$ cat config.mk
export PLATFORM = sky130hd
export DESIGN_NAME = spi_load_ctrl_flat
export DESIGN_NICKNAME = d
export VERILOG_FILES = /design/src/rtl/spi_load_ctrl_if.sv /design/src/rtl/spi_load_ctrl.sv /design/src/flat_wrapper.sv
export SDC_FILE = /design/constraint.sdc
export NUM_CORES = 1
export LEC_CHECK = 0
export BUFFER_PORTS_ARGS = -buffer_cell sky130_fd_sc_hd__buf_2
export CORE_AREA = 2 2 57 59
export CTS_BUF_LIST = sky130_fd_sc_hd__clkbuf_2 sky130_fd_sc_hd__clkbuf_4 sky130_fd_sc_hd__clkbuf_8
export DETAILED_ROUTE_END_ITERATION = 7
export DIE_AREA = 0 0 59 61
export GPL_TIMING_DRIVEN = 0
export PLACE_DENSITY = 0.8
export SLEW_MARGIN = 15
export SYNTH_ARGS = -nofsm -noshare
export SYNTH_HDL_FRONTEND = slang
export SYNTH_SLANG_ARGS = --single-unit
$ cat constraint.sdc
create_clock -name clk -period 2.1 [get_ports clk]
set_input_delay 0.42 -clock clk [delete_from_list [all_inputs] [get_ports clk]]
set_output_delay 0.42 -clock clk [all_outputs]
set_load 0.03 [all_outputs]
$ cat src/rtl/spi_load_ctrl_if.sv
// Pin bundle between the serial loader master and spi_load_ctrl.
interface spi_load_ctrl_if #(
    parameter int DATA_W = 8,
    parameter int ADDR_W = 4
);
    logic              csi_n;
    logic              csd_n;
    logic              run_in;
    logic              mosi_in;
    logic [ADDR_W-1:0] wr_addr_out;
    logic [DATA_W-1:0] wr_data_out;
    logic              icache_wen_out;
    logic              dcache_wen_out;
    logic              run_out;
    logic              busy_out;
    logic              frame_err_out;

    modport master (
        output csi_n, csd_n, run_in, mosi_in,
        input  wr_addr_out, wr_data_out, icache_wen_out, dcache_wen_out,
               run_out, busy_out, frame_err_out
    );

    modport slave (
        input  csi_n, csd_n, run_in, mosi_in,
        output wr_addr_out, wr_data_out, icache_wen_out, dcache_wen_out,
               run_out, busy_out, frame_err_out
    );
endinterface

$ cat src/rtl/spi_load_ctrl.sv
// Serial loader: deframes MOSI into instruction/data cache writes and hands the caches to the
// processor on run. Define LOADER_PARITY_EN to append a trailing even-parity bit to every frame.
module spi_load_ctrl #(
    parameter int DATA_W = 8,
    parameter int ADDR_W = 4
) (
    input logic            clk,
    input logic            rst,
    spi_load_ctrl_if.slave bus
);
    localparam int PAYLOAD_W = DATA_W + ADDR_W;
`ifdef LOADER_PARITY_EN
    localparam int FRAME_LEN = PAYLOAD_W + 1;
`else
    localparam int FRAME_LEN = PAYLOAD_W;
`endif
    localparam int               SHREG_W  = FRAME_LEN - 1;
    localparam int               CNT_W    = $clog2(FRAME_LEN);
    localparam logic [CNT_W-1:0] LAST_BIT = CNT_W'(FRAME_LEN - 1);

    typedef enum logic [1:0] {IDLE, SHIFT_I, SHIFT_D, RUN} state_e;

    state_e              state_q, state_d;
    logic [CNT_W-1:0]    cnt_q, cnt_d;
    logic [SHREG_W-1:0]  shreg_q, shreg_d;
    logic [ADDR_W-1:0]   addr_q, addr_d;
    logic [DATA_W-1:0]   data_q, data_d;
    logic                iwen_q, iwen_d;
    logic                dwen_q, dwen_d;
    logic                err_q, err_d;
    logic                run_q;
    logic                busy_q;

    // The bits already held plus the one on the pin this cycle form the frame when it completes.
    logic [FRAME_LEN-1:0] frame;
    logic                 parity_ok;
    logic                 own_cs_n;
    logic                 other_cs_n;

    assign frame      = {shreg_q, bus.mosi_in};
    assign own_cs_n   = (state_q == SHIFT_I) ? bus.csi_n : bus.csd_n;
    assign other_cs_n = (state_q == SHIFT_I) ? bus.csd_n : bus.csi_n;
`ifdef LOADER_PARITY_EN
    assign parity_ok  = ~^frame;
`else
    assign parity_ok  = 1'b1;
`endif

    always_comb begin
        // NOTE: every _d starts from a default so no path through this block can infer a latch.
        state_d = state_q;
        cnt_d   = cnt_q;
        shreg_d = shreg_q;
        addr_d  = addr_q;
        data_d  = data_q;
        iwen_d  = 1'b0;
        dwen_d  = 1'b0;
        err_d   = err_q;

        unique case (state_q)
            IDLE: begin
                if (bus.run_in) begin
                    state_d = RUN;
                    err_d   = 1'b0;
                end else if (!bus.csi_n && !bus.csd_n) begin
                    err_d = 1'b1;
                end else if (!bus.csi_n || !bus.csd_n) begin
                    state_d = bus.csi_n ? SHIFT_D : SHIFT_I;
                    shreg_d = frame[SHREG_W-1:0];
                    cnt_d   = CNT_W'(1);
                end
            end
            SHIFT_I, SHIFT_D: begin
                if (!other_cs_n) begin
                    state_d = IDLE;
                    cnt_d   = '0;
                    err_d   = 1'b1;
                end else if (own_cs_n) begin
                    state_d = IDLE;
                    cnt_d   = '0;
                    if (cnt_q != '0) err_d = 1'b1;
                end else begin
                    shreg_d = frame[SHREG_W-1:0];
                    if (cnt_q == LAST_BIT) begin
                        cnt_d = '0;
                        if (parity_ok) begin
                            data_d = frame[FRAME_LEN-1 -: DATA_W];
                            addr_d = frame[FRAME_LEN-DATA_W-1 -: ADDR_W];
                            iwen_d = (state_q == SHIFT_I);
                            dwen_d = (state_q == SHIFT_D);
                        end else begin
                            err_d = 1'b1;
                        end
                    end else begin
                        cnt_d = cnt_q + CNT_W'(1);
                    end
                end
            end
            RUN: begin
                if (!bus.run_in) state_d = IDLE;
            end
            default: state_d = IDLE;
        endcase
    end

    always_ff @(posedge clk) begin
        if (rst) begin
            state_q <= IDLE;
            cnt_q   <= '0;
            shreg_q <= '0;
            addr_q  <= '0;
            data_q  <= '0;
            iwen_q  <= 1'b0;
            dwen_q  <= 1'b0;
            err_q   <= 1'b0;
            run_q   <= 1'b0;
            busy_q  <= 1'b0;
        end else begin
            state_q <= state_d;
            cnt_q   <= cnt_d;
            shreg_q <= shreg_d;
            addr_q  <= addr_d;
            data_q  <= data_d;
            iwen_q  <= iwen_d;
            dwen_q  <= dwen_d;
            err_q   <= err_d;
            run_q   <= (state_d == RUN);
            busy_q  <= (state_d != IDLE);
        end
    end

    assign bus.wr_addr_out    = addr_q;
    assign bus.wr_data_out    = data_q;
    assign bus.icache_wen_out = iwen_q;
    assign bus.dcache_wen_out = dwen_q;
    assign bus.run_out        = run_q;
    assign bus.busy_out       = busy_q;
    assign bus.frame_err_out  = err_q;
endmodule

$ cat src/flat_wrapper.sv
// flat-port wrapper written by rule: the top's interface ports become plain ports
module spi_load_ctrl_flat 
#(
    parameter int DATA_W = 8,
    parameter int ADDR_W = 4
)
  (clk, rst, bus_csi_n, bus_csd_n, bus_run_in, bus_mosi_in, bus_wr_addr_out, bus_wr_data_out, bus_icache_wen_out, bus_dcache_wen_out, bus_run_out, bus_busy_out, bus_frame_err_out);
  spi_load_ctrl_if #(.DATA_W(DATA_W), .ADDR_W(ADDR_W)) bus_i ();
  input logic clk;
  input logic rst;
  input wire logic [$bits(bus_i.csi_n)-1:0] bus_csi_n;
  input wire logic [$bits(bus_i.csd_n)-1:0] bus_csd_n;
  input wire logic [$bits(bus_i.run_in)-1:0] bus_run_in;
  input wire logic [$bits(bus_i.mosi_in)-1:0] bus_mosi_in;
  output wire logic [$bits(bus_i.wr_addr_out)-1:0] bus_wr_addr_out;
  output wire logic [$bits(bus_i.wr_data_out)-1:0] bus_wr_data_out;
  output wire logic [$bits(bus_i.icache_wen_out)-1:0] bus_icache_wen_out;
  output wire logic [$bits(bus_i.dcache_wen_out)-1:0] bus_dcache_wen_out;
  output wire logic [$bits(bus_i.run_out)-1:0] bus_run_out;
  output wire logic [$bits(bus_i.busy_out)-1:0] bus_busy_out;
  output wire logic [$bits(bus_i.frame_err_out)-1:0] bus_frame_err_out;
  assign bus_i.csi_n = bus_csi_n;
  assign bus_i.csd_n = bus_csd_n;
  assign bus_i.run_in = bus_run_in;
  assign bus_i.mosi_in = bus_mosi_in;
  assign bus_wr_addr_out = bus_i.wr_addr_out;
  assign bus_wr_data_out = bus_i.wr_data_out;
  assign bus_icache_wen_out = bus_i.icache_wen_out;
  assign bus_dcache_wen_out = bus_i.dcache_wen_out;
  assign bus_run_out = bus_i.run_out;
  assign bus_busy_out = bus_i.busy_out;
  assign bus_frame_err_out = bus_i.frame_err_out;
  spi_load_ctrl #(.DATA_W(DATA_W), .ADDR_W(ADDR_W)) u_core (.clk(clk), .rst(rst), .bus(bus_i));
endmodule
Word-level counts from Yosys, hierarchy flattened
Index checks and enable logic that the tools add are counted.
W data, S select, Z words.
- register bits: 34
- latch bits: 0
- bits in writable memories: 0
- memory bits (read-only): 0
- input port bits: 6
- output and inout port bits: 17
- logic and storage cells: 71
- memories: 0
- add/sub/neg operators: 1
- multiply operators: 0
- divide/modulo/power cells: 0
- magnitude comparators: 0
- equal/unequal tests: 13
- shift operators: 0
- multiplexer cells: 29
- bitwise operators: 4
- reduce and logical (&&, ||, !) cells: 14
- operators with widths (cell ; count):
    $mux W11 ; 5
    $mux W4 ; 6
    $pmux W11 S2 ; 1
    $mux W2 ; 7
    $reduce_and A4 Y1 ; 3
    $pmux W4 S2 ; 1
    $mux W1 ; 7
    $eq A2 B2 Y1 const B ; 3
    $ne A2 B2 Y1 const B ; 3
    $ne A3 B2 Y1 const B ; 2
    $pmux W2 S3 ; 1
    $reduce_and A6 Y1 ; 1
    $reduce_or A5 Y1 ; 1
    $add A4 B1 Y4 const B ; 1
    $eq A4 B4 Y1 const B ; 1
    $ne A2 B1 Y1 const B ; 2
    $not A1 Y1 ; 4
    $reduce_bool A2 Y1 ; 2
    $reduce_bool A4 Y1 ; 1
    $ne A3 B3 Y1 const B ; 1
    $eq A2 B1 Y1 const B ; 1
    $logic_not A1 Y1 ; 2
    $logic_not A2 Y1 ; 1
    $pmux W1 S2 ; 1
    3 further kinds ; 3

Logic depth before layout (Yosys ltp)
- word-level depth: 7
- mapped depth: 8
- depth with buffers taken out: 6

Worst setup path before layout
No wires, ideal clock.
- path type: register to register
- start point: reg u_core.state_q[0]
- end point: reg u_core.cnt_q[3]
- library setup time: 0.074 ns
- arrival: 1.926 ns
- data required time: 2.026 ns
- path slack: 0.100 ns
- cell stages (with the launch flop): 8
- path buffers: 1
- clock period less this slack: 2.000 ns
- cell sequence: dfxtp_1 inv_1 ha_1 buf_2 inv_1 o22a_1 or4_1 a31oi_1
- cells in the longest elaborated chain, start to end: 5
- elaborated cells on any way between the ends: 14
- classes of those cells: eq/ne: 5; mux: 5; reduce/logical: 4
- ends and longest elaborated chain (what ; line ; RTL):
    from (decl) ; spi_load_ctrl.sv:23 ; state_e state_q, state_d;
    from (signal assigned) ; spi_load_ctrl.sv:119 ; state_q <= state_d;
    $eq A2 B1 Y1 ; spi_load_ctrl.sv:41, spi_load_ctrl.sv:42, spi_load_ctrl.sv:60 ;
    $mux W1 ; spi_load_ctrl.sv:41 ; assign own_cs_n = (state_q == SHIFT_I) ? bus.csi_n : bus.csd_n;
    $mux W4 ; spi_load_ctrl.sv:78 ; end else if (own_cs_n) begin
    $mux W4 ; spi_load_ctrl.sv:74 ; if (!other_cs_n) begin
    $pmux W4 S2 ; spi_load_ctrl.sv:60 ; unique case (state_q)
    to (signal assigned) ; spi_load_ctrl.sv:120 ; cnt_q <= cnt_d;
    to (decl) ; spi_load_ctrl.sv:24 ; logic [CNT_W-1:0] cnt_q, cnt_d;
Parallel ways exist; a longest one is shown, timed or not.
A chain may end at the register's enable or synchronous reset.

Worst setup path in the final report
- start point: reg u_core.state_q[1]
- end point: reg u_core.cnt_q[3]
The elaborated chain is that of the path after synthesis.

==> metrics.md <==
| Metric | Value |
|---|---|
| Net Count, Synth | 171 |
| Simple-gate area share of the yosys netlist | 0.196 |
| Synth cell types | 43 |
| P_sw | 0.000444 W |
| Slew HR | 0.695 |
| Antenna Violating Nets Remaining | 0 |
| Syn Area/Cell | 9.57 sq um |
| Type of origin of the critical path | flip-flop |
| Post-synth EDFFs | 0 |
| Mean number of vias per cell | 5.71 |
| Crit path DAT | 2.32 ns |
| Vias in the first global route | 1160 |
| Clock skew | 0.00938 ns |
| Commonest non-fill, non-tap cell in the layout | dfxtp_1 |
| Largest family of logic cells by synthesized area | simple AND/OR/NAND/NOR gates |
| IO Count | 23 |
| Post-synthesis compound-gate area fraction | 0.147 |
| HP Class | in -> reg |
| Final setup fails | 0 |
| Slowest cell on crit path | or4b_1 |
| Adder-cell share of the synthesized area | 0.0666 |
| Wirelength per Cell | 15.4 um |
| DP Cell Count | 210 |
| Hold-fix buffers, CTS | 0 |
| Total track usage | 0.201 |
| Hpwl dp | 2.34 mm |
| Ys async rst share | 0 |
| Period utilization | 0.971 |
| # rows | 20 |
| First-pass DRT Iterations | 4 |
| Primary FF master, synth | dfxtp_1 |
| CTS tree | built |
| Chip height | 61 um |
| First-pass GRT wire length | 5.22 mm |
| Final wirelength | 3.38 mm |
| Initial antenna violation count | 0 |
| IO buf count | 20 |
| Net Sw Frac | 0.274 |
| Overflow after GRT | 0 |
| Power per Cell Area | 892 nW/um^2 |
| Clock sink count | 34 |
| Hold_ws | 0.328 ns |
| Clock Root Buffer | clkbuf_4 |
| Mux contribution to synthesized area | 0.0808 |
| Area occupied by multi-input gates | 781 sq um |
| Share of the yosys chip area belonging to registers | 0.453 |
| Clk Latency, worst-skew pair | 0.35 ns |
| Maximum VDD drop | 0.509 mV |
| Die W | 59 um |
| Logic pwr share | 0.191 |
| Synth area leader | dfxtp_1 |
| Worst-Margin Slew | 0.457 ns |
| P_leak | 0.726 nW |
| # DRC | 0 |
| Layout Nets | 199 |
| Routability cong. | 0.873 |
| Status | complete, no violations |
| Clock Path Buffers | 2 |
| Core Region | 2950 sq um |
| Flop pwr share | 0.428 |
| Met1 Use GR | 0.229 |
| Met3 Track Usage GR | 0.0640 |
| Number of max-slew violations in the final report | 0 |
| Initial Util | 0.509 |
| Initial DRC Count | 80 |
| # fillers | 246 |
| Yosys top cell area share | 0.453 |
| Clock slew at reported path FFs | 0.12 ns |
| CP endpoint kind | flip-flop |
| CP Class | reg -> reg |
| FF+latch area | 688 sq um |
| WP buf/inv | 2 |
| Total number of vias | 1251 |
| Highest-count cells in the layout ignoring fill and taps | dfxtp_1, buf_2, nand3_1, nand2_1, o21ai_0 |
| Clk network pwr share | 0.381 |
| Worst-path cell chain | inv_1 -> ha_2 -> nor4b_4 -> buf_4 -> o21ai_4 -> or4b_1 -> a31oi_1 |
| Worst Path Required | 2.38 ns |
| Peak Freq | 490 MHz |
| Largest cells by area after synthesis | dfxtp_1, mux2i_1, ha_1 |
| Max stage delay on crit path | 0.52 ns |
| Hold Fails Final Rpt | 0 |
| Cell family contributing the most delay on the critical path | simple AND/OR/NAND/NOR gates |
| Area Overhead vs Synth | 20.6% |
| Cells after Synth | 157 |
| Total CTS buffers | 5 |
| Share of layout cells above drive strength 1 | 0.247 |
| Finished Layout Cells | 219 |
| Number of diodes | 0 |
| Yosys warns | 0 |
| Largest net degree at the start of global routing | 13 |
| Die area | 3600 sq um |
| # H-tree levels | 2 |
| Mapped Area | 1500 sq um |
| GRT Max-Usage Layer | met2 |
| Tmin final | 2.04 ns |
| Synth Register Bits | 34 |
| Post-Synth XOR/XNOR Area | 0.00583 |
| Max Cap Viol | 0 |
| GR Layer Usage met2 | 0.337 |
| Critical-path maximum fanout | 7 |
| Int Power | 0.00117 W |
[area by class of cell]
| cell class | instances | area share |
|---|---|---|
| multi-input combinational | 106 | 0.431 |
| buffer | 8 | 0.0304 |
| inverter | 9 | 0.0186 |
| timing repair buffer | 21 | 0.0594 |
| tap | 33 | 0.0228 |
| sequential | 34 | 0.380 |
| clock inverter | 3 | 0.0380 |
| clock buffer | 5 | 0.0207 |
[synth_stat cells (all sizes together) (2+ instances only)]
library cell,n
mux2i,11
nor3,3
o21ai,14
a31oi,2
nor2,2
nor4b,2
o2111ai,2
dfxtp,34
ha,8
a21oi,4
buf,4
inv,9
o21bai,2
clkbuf,4
nand2,15
nand3,17
nor3b,3
a211oi,3
[kinds of logic after synthesis]
| group | Yosys count |
|---|---|
| flip-flops | 34 |
| adder cells (fa/ha/maj) | 8 |
| AND/OR/NAND/NOR | 52 |
| buffers and inverters | 17 |
| multiplexers | 12 |
| AO/OA/AOI/OAI | 33 |
| XOR/XNOR | 1 |
[through the flow]
stage	setup WS (ns)	utilization	area, sq um	power, W	setup TNS (ns)
2_1_floorplan	0.100	-	1500	0.000915	0
3_3_place_gp	-0.0731	0.557	1640	0.000963	-0.702
3_5_place_dp	-0.151	0.557	1640	0.000974	-2.41
4_1_cts	0.00223	0.598	1770	0.00159	0
5_1_grt	-0.0234	0.614	1810	0.00168	-0.0234
6_report	0.0602	0.614	1810	0.00162	0
[final timing paths]
kind                                   from                         to  slack (ns)  cells after the start
setup / recovery          u_core.state_q[1]            u_core.cnt_q[3]        0.06                      7
hold / removal                  bus_mosi_in          u_core.shreg_q[0]        0.33                      3
setup reg to reg          u_core.state_q[1]            u_core.cnt_q[3]        0.06                      7
hold reg to reg   u_core.bus.wr_addr_out[1]  u_core.bus.wr_addr_out[1]        0.49                      2
[state kept, by name, indices dropped and copies added (netlist names)]
register / cells
u_core.bus.busy_out: 1
u_core.bus.dcache_wen_out: 1
u_core.bus.frame_err_out: 1
u_core.bus.icache_wen_out: 1
u_core.bus.run_out: 1
u_core.bus.wr_addr_out: 4
u_core.bus.wr_data_out: 8
u_core.cnt_q: 4
u_core.shreg_q: 11
u_core.state_q: 2
[power by group through the flow]
| stage | Clock, W | Sequential, W | Combinational [W] |
|---|---|---|---|
| 6_report | 0.000616 | 0.000693 | 0.000309 |
| 5_1_grt | 0.000647 | 0.000695 | 0.000340 |
| 4_1_cts | 0.000620 | 0.000692 | 0.000276 |
| 3_5_place_dp | 0 | 0.000705 | 0.000269 |
| 3_3_place_gp | 0 | 0.000702 | 0.000261 |
| 2_1_floorplan | 0 | 0.000721 | 0.000194 |
[what timing repair did]
action | in CTS | in global routing
resized for setup | 7 | 10
setup endpoints to repair | 25 | 22
setup buffers | 0 | 1
pin swaps | 0 | 1
endpoints found under the hold margin | 0 | 0
[worst reg2reg max path: cells and delay by family (launching register included)]
family          cells  cell delay [ns]
fa+ha+maj           1             0.21
compound gates      2             0.25
flops               1             0.40
buf+inv             2             0.29
simple gates        2             0.84
[layer usage]
| metal | routed length [um] | share of wire | up-vias |
|---|---|---|---|
| li1 | - | - | 625 |
| met1 | 1420 | 0.42 | 594 |
| met2 | 1770 | 0.52 | 28 |
| met3 | 145 | 0.043 | 4 |
| met4 | 50 | 0.015 | 0 |
| met5 | 0 | 0 | - |
Power figures use the tool's default switching activity.
